==> config.mk <==
export PLATFORM = sky130hd
export DESIGN_NAME = poly_voice_allocator_flat
export DESIGN_NICKNAME = d
export VERILOG_FILES = /design/src/rtl/poly_voice_allocator_pkg.sv /design/src/rtl/poly_voice_allocator_if.sv /design/src/rtl/poly_voice_allocator_voice_slot.sv /design/src/rtl/poly_voice_allocator.sv /design/src/flat_wrapper.sv
export SDC_FILE = /design/constraint.sdc
export NUM_CORES = 1
export LEC_CHECK = 0
export ABC_AREA = 1
export CORE_ASPECT_RATIO = 1.4
export CORE_UTILIZATION = 30
export CTS_BUF_LIST = sky130_fd_sc_hd__clkbuf_16
export DETAILED_ROUTE_END_ITERATION = 8
export SLEW_MARGIN = 40
export SYNTH_ARGS = -nofsm -noshare
export SYNTH_HDL_FRONTEND = slang
export SYNTH_HIERARCHICAL = 1
export SYNTH_SLANG_ARGS = --single-unit
==> constraint.sdc <==
create_clock -name clk -period 7.05 [get_ports clk]
set_input_delay 2.115 -clock clk [delete_from_list [all_inputs] [get_ports clk]]
set_output_delay 2.115 -clock clk [all_outputs]
set_load 0.01 [all_outputs]
==> src/rtl/poly_voice_allocator_pkg.sv <==
// Shared widths, steal-mode constants and the mixer state type for the
// polyphonic voice allocator.
package poly_pkg;

    localparam int DEF_NUM_VOICES = 4;
    localparam int DEF_NOTE_W     = 6;
    localparam int DEF_DUR_W      = 6;
    localparam int DEF_SAMPLE_W   = 18;
    localparam int DEF_AGE_W      = 3;

    // Behaviour when a note arrives and every voice is busy.
    localparam int STEAL_DROP   = 0;
    localparam int STEAL_OLDEST = 1;

    typedef enum logic {
        MIX_IDLE    = 1'b0,
        MIX_COLLECT = 1'b1
    } mix_state_t;

endpackage

==> src/rtl/poly_voice_allocator_if.sv <==
// Note-load handshake between the song reader and the allocator, plus the
// shared load bus the allocator drives towards the note_player instances.
interface poly_voice_allocator_if
    import poly_pkg::*;
#(
    parameter int NUM_VOICES = DEF_NUM_VOICES,
    parameter int NOTE_W     = DEF_NOTE_W,
    parameter int DUR_W      = DEF_DUR_W
);

    logic                  load_new_note;
    logic [NOTE_W-1:0]     note_to_load;
    logic [DUR_W-1:0]      duration;
    logic [NUM_VOICES-1:0] voice_load;
    logic [NOTE_W-1:0]     voice_note;
    logic [DUR_W-1:0]      voice_duration;
    logic                  note_dropped;

    // Song reader side: offers notes, sees where they went.
    modport master (
        output load_new_note, note_to_load, duration,
        input  voice_load, voice_note, voice_duration, note_dropped
    );

    // Allocator side.
    modport slave (
        input  load_new_note, note_to_load, duration,
        output voice_load, voice_note, voice_duration, note_dropped
    );

endinterface

==> src/rtl/poly_voice_allocator_voice_slot.sv <==
// One voice: remaining duration in beats and a saturating age that counts
// how many allocations have happened since this voice was last loaded.
module voice_slot
    import poly_pkg::*;
#(
    parameter int DUR_W = DEF_DUR_W,
    parameter int AGE_W = DEF_AGE_W
)(
    input  logic             clk,
    input  logic             reset_n,
    input  logic             load,
    input  logic             dec,
    input  logic             age_inc,
    input  logic [DUR_W-1:0] duration,
    output logic             active,
    output logic [AGE_W-1:0] age
);

    localparam logic [AGE_W-1:0] AGE_MAX = '1;

    logic [DUR_W-1:0] count;

    assign active = (count != '0);

    // Load wins over countdown; otherwise count down on beats and grow older
    // whenever another voice is allocated while this one is sounding.
    always_ff @(posedge clk or negedge reset_n) begin
        if (!reset_n) begin
            // NOTE: sequential state uses non-blocking assignments so every slot sees pre-edge values.
            count <= '0;
            age   <= '0;
        end else if (load) begin
            count <= duration;
            age   <= '0;
        end else begin
            if (dec && active) begin
                count <= count - 1'b1;
            end
            if (age_inc && active && (age != AGE_MAX)) begin
                age <= age + 1'b1;
            end
        end
    end

endmodule

==> src/rtl/poly_voice_allocator.sv <==
// N-voice allocator: assigns incoming notes to free voices (or steals the
// oldest), strobes the matching note_player, and mixes the voice samples
// with saturation once every sounding voice has delivered a sample.
module poly_voice_allocator
    import poly_pkg::*;
#(
    parameter int NUM_VOICES = DEF_NUM_VOICES,
    parameter int NOTE_W     = DEF_NOTE_W,
    parameter int DUR_W      = DEF_DUR_W,
    parameter int SAMPLE_W   = DEF_SAMPLE_W,
    parameter int AGE_W      = DEF_AGE_W,
    parameter int STEAL_MODE = STEAL_DROP
)(
    input  logic                           clk,
    input  logic                           reset_n,
    input  logic                           play_enable,
    input  logic                           beat,
    input  logic                           generate_next_sample,
    input  logic [NUM_VOICES*SAMPLE_W-1:0] voice_sample,
    input  logic [NUM_VOICES-1:0]          voice_ready,
    poly_voice_allocator_if.slave          note_bus,
    output logic [NUM_VOICES-1:0]          voice_active,
    output logic                           all_done,
    output logic [SAMPLE_W-1:0]            mix_sample,
    output logic                           mix_ready
);

    localparam int IDX_W = $clog2(NUM_VOICES);
    localparam int SUM_W = SAMPLE_W + $clog2(NUM_VOICES);

    // Clamp limits expressed at the wide sum width.
    localparam logic signed [SUM_W-1:0] SUM_MAX =
        {{(SUM_W-SAMPLE_W+1){1'b0}}, {(SAMPLE_W-1){1'b1}}};
    localparam logic signed [SUM_W-1:0] SUM_MIN =
        {{(SUM_W-SAMPLE_W+1){1'b1}}, {(SAMPLE_W-1){1'b0}}};

    logic [AGE_W-1:0]      age [NUM_VOICES];
    logic                  load_req;
    logic                  dec;
    logic                  any_free;
    logic [IDX_W-1:0]      free_idx;
    logic [IDX_W-1:0]      oldest_idx;
    logic [AGE_W-1:0]      oldest_age;
    logic [IDX_W-1:0]      target;
    logic                  alloc_en;
    logic                  drop;
    logic [NUM_VOICES-1:0] load_vec;
    logic [NUM_VOICES-1:0] age_inc;

    mix_state_t            state_q, state_d;
    logic [NUM_VOICES-1:0] sticky_q, sticky_d;
    logic [NUM_VOICES-1:0] seen;
    logic                  mix_fire;
    logic signed [SUM_W-1:0] sum;
    logic [SAMPLE_W-1:0]   sat;

    assign load_req = note_bus.load_new_note & play_enable;
    assign dec      = beat & play_enable;
    assign all_done = ~|voice_active;
    assign age_inc  = alloc_en ? ~load_vec : '0;

    for (genvar i = 0; i < NUM_VOICES; i++) begin : g_slot
        voice_slot #(
            .DUR_W (DUR_W),
            .AGE_W (AGE_W)
        ) u_slot (
            .clk      (clk),
            .reset_n  (reset_n),
            .load     (load_vec[i]),
            .dec      (dec),
            .age_inc  (age_inc[i]),
            .duration (note_bus.duration),
            .active   (voice_active[i]),
            .age      (age[i])
        );
    end

    // Lowest-index free voice, and the oldest voice (strict compare keeps the lowest index on ties).
    always_comb begin
        // NOTE: every variable of a combinational block gets a default first, so no latch is inferred.
        any_free   = 1'b0;
        free_idx   = '0;
        oldest_idx = '0;
        oldest_age = age[0];
        for (int i = NUM_VOICES - 1; i >= 0; i--) begin
            if (!voice_active[i]) begin
                any_free = 1'b1;
                free_idx = IDX_W'(i);
            end
        end
        for (int i = 1; i < NUM_VOICES; i++) begin
            if (age[i] > oldest_age) begin
                oldest_age = age[i];
                oldest_idx = IDX_W'(i);
            end
        end
    end

    // Decide whether the offered note is placed, stolen into the oldest voice, or dropped.
    always_comb begin
        alloc_en = 1'b0;
        drop     = 1'b0;
        target   = '0;
        if (load_req) begin
            if (note_bus.duration == '0) begin
                drop = 1'b1;
            end else if (any_free) begin
                alloc_en = 1'b1;
                target   = free_idx;
            end else if (STEAL_MODE == STEAL_OLDEST) begin
                alloc_en = 1'b1;
                target   = oldest_idx;
            end else begin
                drop = 1'b1;
            end
        end
        load_vec = alloc_en ? (NUM_VOICES'(1) << target) : '0;
    end

    // Register the load strobe together with the note and duration it carries.
    always_ff @(posedge clk or negedge reset_n) begin
        if (!reset_n) begin
            note_bus.voice_load     <= '0;
            note_bus.voice_note     <= '0;
            note_bus.voice_duration <= '0;
            note_bus.note_dropped   <= 1'b0;
        end else begin
            note_bus.voice_load   <= load_vec;
            note_bus.note_dropped <= drop;
            if (alloc_en) begin
                note_bus.voice_note     <= note_bus.note_to_load;
                note_bus.voice_duration <= note_bus.duration;
            end
        end
    end

    // Sign-extended sum of the sounding voices, clamped back to the sample range.
    always_comb begin
        logic [SAMPLE_W-1:0] smp;
        sum = '0;
        smp = '0;
        for (int i = 0; i < NUM_VOICES; i++) begin
            smp = voice_sample[i*SAMPLE_W +: SAMPLE_W];
            if (voice_active[i]) begin
                sum = sum + $signed({{(SUM_W-SAMPLE_W){smp[SAMPLE_W-1]}}, smp});
            end
        end
        if (sum > SUM_MAX) begin
            sat = SUM_MAX[SAMPLE_W-1:0];
        end else if (sum < SUM_MIN) begin
            sat = SUM_MIN[SAMPLE_W-1:0];
        end else begin
            sat = sum[SAMPLE_W-1:0];
        end
    end

    // Mixer state and per-voice ready flags.
    always_ff @(posedge clk or negedge reset_n) begin
        if (!reset_n) begin
            state_q  <= MIX_IDLE;
            sticky_q <= '0;
        end else begin
            state_q  <= state_d;
            sticky_q <= sticky_d;
        end
    end

    // A round finishes once every sounding voice has reported; ended voices stop blocking.
    always_comb begin
        state_d  = state_q;
        sticky_d = sticky_q;
        mix_fire = 1'b0;
        seen     = sticky_q | voice_ready;
        case (state_q)
            MIX_IDLE: begin
                if (generate_next_sample) begin
                    sticky_d = '0;
                    state_d  = MIX_COLLECT;
                end
            end
            MIX_COLLECT: begin
                if (generate_next_sample) begin
                    sticky_d = '0;
                end else begin
                    sticky_d = seen;
                    if (&(seen | ~voice_active)) begin
                        mix_fire = 1'b1;
                        state_d  = MIX_IDLE;
                    end
                end
            end
            default: state_d = MIX_IDLE;
        endcase
    end

    // Capture the mix and pulse mix_ready for one cycle.
    always_ff @(posedge clk or negedge reset_n) begin
        if (!reset_n) begin
            mix_sample <= '0;
            mix_ready  <= 1'b0;
        end else begin
            mix_ready <= mix_fire;
            if (mix_fire) begin
                mix_sample <= sat;
            end
        end
    end

endmodule

==> src/flat_wrapper.sv <==
// flat-port wrapper written by rule: the top's interface ports become plain ports
module poly_voice_allocator_flat import poly_pkg::*;
#(
    parameter int NUM_VOICES = DEF_NUM_VOICES,
    parameter int NOTE_W     = DEF_NOTE_W,
    parameter int DUR_W      = DEF_DUR_W,
    parameter int SAMPLE_W   = DEF_SAMPLE_W,
    parameter int AGE_W      = DEF_AGE_W,
    parameter int STEAL_MODE = STEAL_DROP
)
  (clk, reset_n, play_enable, beat, generate_next_sample, voice_sample, voice_ready, voice_active, all_done, mix_sample, mix_ready, note_bus_load_new_note, note_bus_note_to_load, note_bus_duration, note_bus_voice_load, note_bus_voice_note, note_bus_voice_duration, note_bus_note_dropped);
  poly_voice_allocator_if #(.NUM_VOICES(NUM_VOICES), .NOTE_W(NOTE_W), .DUR_W(DUR_W)) note_bus_i ();
  input  logic clk;
  input  logic reset_n;
  input  logic play_enable;
  input  logic beat;
  input  logic generate_next_sample;
  input  logic [NUM_VOICES*SAMPLE_W-1:0] voice_sample;
  input  logic [NUM_VOICES-1:0] voice_ready;
  output logic [NUM_VOICES-1:0] voice_active;
  output logic all_done;
  output logic [SAMPLE_W-1:0] mix_sample;
  output logic mix_ready;
  input wire logic [$bits(note_bus_i.load_new_note)-1:0] note_bus_load_new_note;
  input wire logic [$bits(note_bus_i.note_to_load)-1:0] note_bus_note_to_load;
  input wire logic [$bits(note_bus_i.duration)-1:0] note_bus_duration;
  output wire logic [$bits(note_bus_i.voice_load)-1:0] note_bus_voice_load;
  output wire logic [$bits(note_bus_i.voice_note)-1:0] note_bus_voice_note;
  output wire logic [$bits(note_bus_i.voice_duration)-1:0] note_bus_voice_duration;
  output wire logic [$bits(note_bus_i.note_dropped)-1:0] note_bus_note_dropped;
  assign note_bus_i.load_new_note = note_bus_load_new_note;
  assign note_bus_i.note_to_load = note_bus_note_to_load;
  assign note_bus_i.duration = note_bus_duration;
  assign note_bus_voice_load = note_bus_i.voice_load;
  assign note_bus_voice_note = note_bus_i.voice_note;
  assign note_bus_voice_duration = note_bus_i.voice_duration;
  assign note_bus_note_dropped = note_bus_i.note_dropped;
  poly_voice_allocator #(.NUM_VOICES(NUM_VOICES), .NOTE_W(NOTE_W), .DUR_W(DUR_W), .SAMPLE_W(SAMPLE_W), .AGE_W(AGE_W), .STEAL_MODE(STEAL_MODE)) u_core (.clk(clk), .reset_n(reset_n), .play_enable(play_enable), .beat(beat), .generate_next_sample(generate_next_sample), .voice_sample(voice_sample), .voice_ready(voice_ready), .note_bus(note_bus_i), .voice_active(voice_active), .all_done(all_done), .mix_sample(mix_sample), .mix_ready(mix_ready));
endmodule
After elaboration in Yosys (flattened, before gate mapping)
Cells that the tools add are included.

operators by class
  add/sub/neg operators = 7
  $lt $le $gt $ge = 2
  eq/ne operators = 1
  shift-type cells = 1
  multiplexer cells = 42
  bitwise logic cells = 6
  reductions and logical operators = 16

operators by type and width
  operator                                                                           number
  20-bit 2-to-1 mux                                                                  4
  20-bit by 18-bit adder with 20-bit output                                          3
  6-bit 2-to-1 mux                                                                   8
  18-bit 2-to-1 mux                                                                  2
  6-bit nonzero test                                                                 4
  6-bit by 1-bit subtractor with 6-bit output, second input constant                 4
  20-bit by 18-bit greater-than comparator with 1-bit output, second input constant  1
  20-bit by 18-bit less-than comparator with 1-bit output, second input constant     1
  1-bit 2-to-1 mux                                                                   16
  2-bit 2-to-1 mux                                                                   7
  4-bit 2-to-1 mux                                                                   3
  4-bit bitwise OR                                                                   2
  4-bit case mux with 2 select lines                                                 1
  2-bit nonzero test                                                                 4
  6-bit zero test                                                                    1
  1-bit logical AND                                                                  4
  4-bit inverter                                                                     1
  4-bit AND reduction                                                                1
  4-bit OR reduction                                                                 1
  1-bit by 2-bit << shifter with 4-bit output, first input constant                  1
  1-bit AND                                                                          2
  2-bit != test, second input constant                                               1
  1-bit case mux with 2 select lines                                                 1
  1-bit zero test                                                                    1
  1-bit inverter                                                                     1

storage, ports and cells
  register bits after elaboration = 65
  input bits = 94
  output and inout port bits = 41
  logic and storage cells = 87

Longest topological paths before layout
  word-level depth = 11
  gate-level depth with buffers = 47
  mapped depth without buffers = 43

Hierarchy
The synthesis kept the hierarchy.

modules (own cells, without submodules)
  module                instances  cells each  area each (um^2)
  poly_voice_allocator  1          961         5864.4
  voice_slot            4          75          640.6

Least setup slack after synthesis
OpenSTA, ideal clock, no wires.

  path type = in2reg
  start = input port voice_sample[0]
  end = register u_core.mix_sample[10]
  arrival = 6.514 ns
  data required time = 6.932 ns
  slack = 0.417 ns
  stages = 32
  path through = nand2_1 -> inv_1 -> ha_1 -> fa_1 -> inv_1 -> o21ai_0 -> inv_1 -> fa_1 -> inv_1 -> nand2_1 -> o21ai_0 -> nand4_1 -> nand3_1 -> inv_1 -> o21ai_0 -> or2_2 -> nand3_1 -> and2_1 -> ha_1 -> a21o_1 -> o21bai_1 -> a21oi_1 -> nand3_1 -> nand2_1 -> inv_1 -> nor2_1 -> nand3_1 -> nand2_2 -> nand2_2 -> nand2_4 -> buf_8 -> a21oi_2

between the ends
  longest elaborated chain between the ends = 10

ends and longest elaborated chain
  element                                                  line                         text
  from (decl)                                              flat_wrapper.sv:18           input logic [NUM_VOICES*SAMPLE_W-1:0] voice_sample;
  20-bit 2-to-1 mux (*)                                    poly_voice_allocator.sv:144  if (voice_active[i]) begin
  20-bit by 18-bit adder with 20-bit output                poly_voice_allocator.sv:145  sum = sum + $signed({{(SUM_W-SAMPLE_W){smp[SAMPLE_W-1]}}, smp});
  20-bit 2-to-1 mux (*)                                    poly_voice_allocator.sv:144
  20-bit by 18-bit adder with 20-bit output                poly_voice_allocator.sv:145
  20-bit 2-to-1 mux (*)                                    poly_voice_allocator.sv:144
  20-bit by 18-bit adder with 20-bit output                poly_voice_allocator.sv:145
  20-bit 2-to-1 mux (*)                                    poly_voice_allocator.sv:144
  20-bit by 18-bit less-than comparator with 1-bit output  poly_voice_allocator.sv:150  end else if (sum < SUM_MIN) begin
  18-bit 2-to-1 mux                                        poly_voice_allocator.sv:150
  18-bit 2-to-1 mux (*)                                    poly_voice_allocator.sv:148  if (sum > SUM_MAX) begin
  to (signal assigned)                                     poly_voice_allocator.sv:204  mix_sample <= sat;
  to (decl)                                                poly_voice_allocator.sv:24   output logic [SAMPLE_W-1:0] mix_sample,

Every way passes the cells marked *; elsewhere a longest branch is shown, timed or not.
A chain may end at the register's enable or synchronous reset.

Final worst setup path
  start = input port voice_sample[3]
  end = register u_core.mix_sample[8]

The elaborated chain is that of the path after synthesis.

==> flow_summary.json <==
{
  "floorplan.core_area_um2": 24930,
  "final_cell_area_um2": 11960,
  "tightest_slew_ns": 0.8235,
  "portBuffers": 134,
  "ant_nets": 0,
  "use_met2_pct": 37.86,
  "hold_viol": 0,
  "place_congestion": 0.9106,
  "place_area_um2": 10580,
  "crit_type": "in2reg",
  "grt_antenna_before_repair": 0,
  "synth_nets": 1333,
  "drcViolationCount": 0,
  "grt_use_met1_pct": 22.75,
  "grt.total_usage_pct": 20.56,
  "cts_max_path_buffers": 2,
  "root_buffer": "clkbuf_16",
  "grt.met3_usage_pct": 2.678,
  "final_core_util_pct": 47.97,
  "clk_pin_slew_ns": 0.06,
  "r2r_slack_ns": 1.24,
  "hold_buffers": 0,
  "worstPathMaxFanout": 8,
  "fmax_mhz": 148.7,
  "critPathSlowestCell": "clkdlybuf4s50_1",
  "grt_first_pass_wirelength_um": 41560,
  "overflow": 0,
  "worst_setup_path_start_kind": "primary input",
  "fin_crit_sh_pct": 95.42,
  "start_util_pct": 30.79,
  "wl_per_cell_um": 15.11,
  "clock_sinks": 65,
  "avgSynthCellArea_um2": 6.549,
  "maxCapViolCount": 0,
  "h-tree-depth": 3,
  "placementRows": 68,
  "diodes": 0,
  "skew_ns": 0.01420,
  "die_w_um": 137.2,
  "dieArea_um2": 26240,
  "grt_max_degree": 66,
  "netlist_area_um2": 7675,
  "cp_num_buf_inv": 8,
  "final_nets": 1640,
  "fillers": 2483,
  "slowest_delay_ns": 0.40,
  "drive_gt1_share_pct": 32.28,
  "viasPerCell": 4.834,
  "min_from": "u_core/note_bus.voice_duration[2]",
  "finalCriticalPeriod_ns": 6.727,
  "cp.required_ns": 7.29,
  "dp_hpwl_um": 20920,
  "whs_path_depth": 2,
  "relSlewSlack_pct": 44.76,
  "dr.pass1.iters": 5,
  "holdCritPathClass": "reg2reg",
  "busiest_layer": "met2",
  "routed_wl_um": 27190,
  "critPathCaptureType": "flop",
  "drtIter0Drc": 313,
  "worstSkewPairLatency_ns": 0.35,
  "maxSlewViolCount": 0,
  "yosysWarnings": 6,
  "whs_endpoint": "u_core/note_bus.voice_duration[2]",
  "rr_startpoint": "u_core/g_slot[0].u_slot/count[0]",
  "reg2reg_to": "u_core/mix_sample[8]",
  "crit_family": "simple AND/OR/NAND/NOR gates",
  "area_growth_pct": 55.82,
  "numCtsBuffers": 9,
  "syn_inst": 1172,
  "status": "finished, final reports clean",
  "io_pins": 135,
  "finalSetupViolCount": 0,
  "die_y_um": 191.3,
  "worst_r2r_path_depth": 36,
  "cts_tree": "yes",
  "arrival_ns": 6.97,
  "grt_pass1_vias": 8531,
  "vias": 8697
}
## worst max-delay path by stage
stage	cells past startpoint	from	slack [ns]	end
3_5_place_dp	35	voice_sample[0]	-0.83	u_core/mix_sample[0]
5_1_grt	36	voice_sample[9]	-0.05	u_core/mix_sample[7]
3_3_place_gp	32	voice_sample[0]	-0.69	u_core/mix_sample[6]
6_report	38	voice_sample[3]	0.32	u_core/mix_sample[8]
2_1_floorplan	32	voice_sample[0]	0.42	u_core/mix_sample[10]
4_1_cts	39	voice_sample[2]	-0.002	u_core/mix_sample[4]
## through the flow
stage          setup WS, ns  hold slack, ns  cells    TNS, ns
6_report             0.3231          0.4704   1799          0
3_3_place_gp        -0.6853          0.4581   1769     -11.77
4_1_cts           -0.001957          0.4778   1787  -0.003662
3_5_place_dp        -0.8252          0.4624   1769     -13.95
5_1_grt            -0.05252          0.4887   1799    -0.6765
2_1_floorplan        0.4172          0.4635   1172          0
## worst reg2reg max path: cells and delay by family, from the launching register on
kind                     cells  cell delay, ns
AND/OR/NAND/NOR             14            1.69
adder cells (fa/ha/maj)      4            1.26
buffers and inverters        8            1.02
AO/OA/AOI/OAI                8            1.01
flip-flops                   1            0.37
XOR/XNOR                     2            0.35
## registers in the layout, summed over array words and instances, names as in the netlist
register,flops
u_core/g_slot.u_slot/count,24
u_core/mix_ready,1
u_core/mix_sample,18
u_core/note_bus.note_dropped,1
u_core/note_bus.voice_duration,6
u_core/note_bus.voice_load,4
u_core/note_bus.voice_note,6
u_core/state_q,1
u_core/sticky_q,4
## metal layers
layer	share of wire, %	vias to the layer above
li1	-	4452
met1	40	4022
met2	52	165
met3	3.3	58
met4	4.5	0
met5	0	-
## final cells by class
class / count / area [um2] / area share (%)
multi-input cells: 932 / 6260 / 52.34
clock buffers: 9 / 225.2 / 1.883
flip-flops and latches: 65 / 1627 / 13.60
clock inverters: 7 / 127.6 / 1.067
inverters: 153 / 581.8 / 4.865
repair buffers: 318 / 2744 / 22.94
well taps: 315 / 394.1 / 3.296
## what timing repair did
| action | in CTS | in global routing |
|---|---|---|
| buffers inserted | 1 | 10 |
| gates resized for setup | 33 | 178 |
| gates cloned | 1 | 2 |
| pin swaps | 10 | 76 |
| endpoints found under the setup margin | 18 | 18 |
## cells in the final DEF (no fill, tap or decap), types with 38 or more instances in the layout
| master | count |
|---|---|
| nand2_1 | 320 |
| dfrtp_1 | 65 |
| ha_1 | 38 |
| buf_4 | 181 |
| a21oi_1 | 51 |
| o21ai_0 | 42 |
| nor2_1 | 56 |
| inv_1 | 123 |
| nand3_1 | 67 |
| clkdlybuf4s50_1 | 127 |
Power is left out: the tool's default activity adds up to more than one toggle a clock period on the data nets, which glitch-free logic cannot reach.
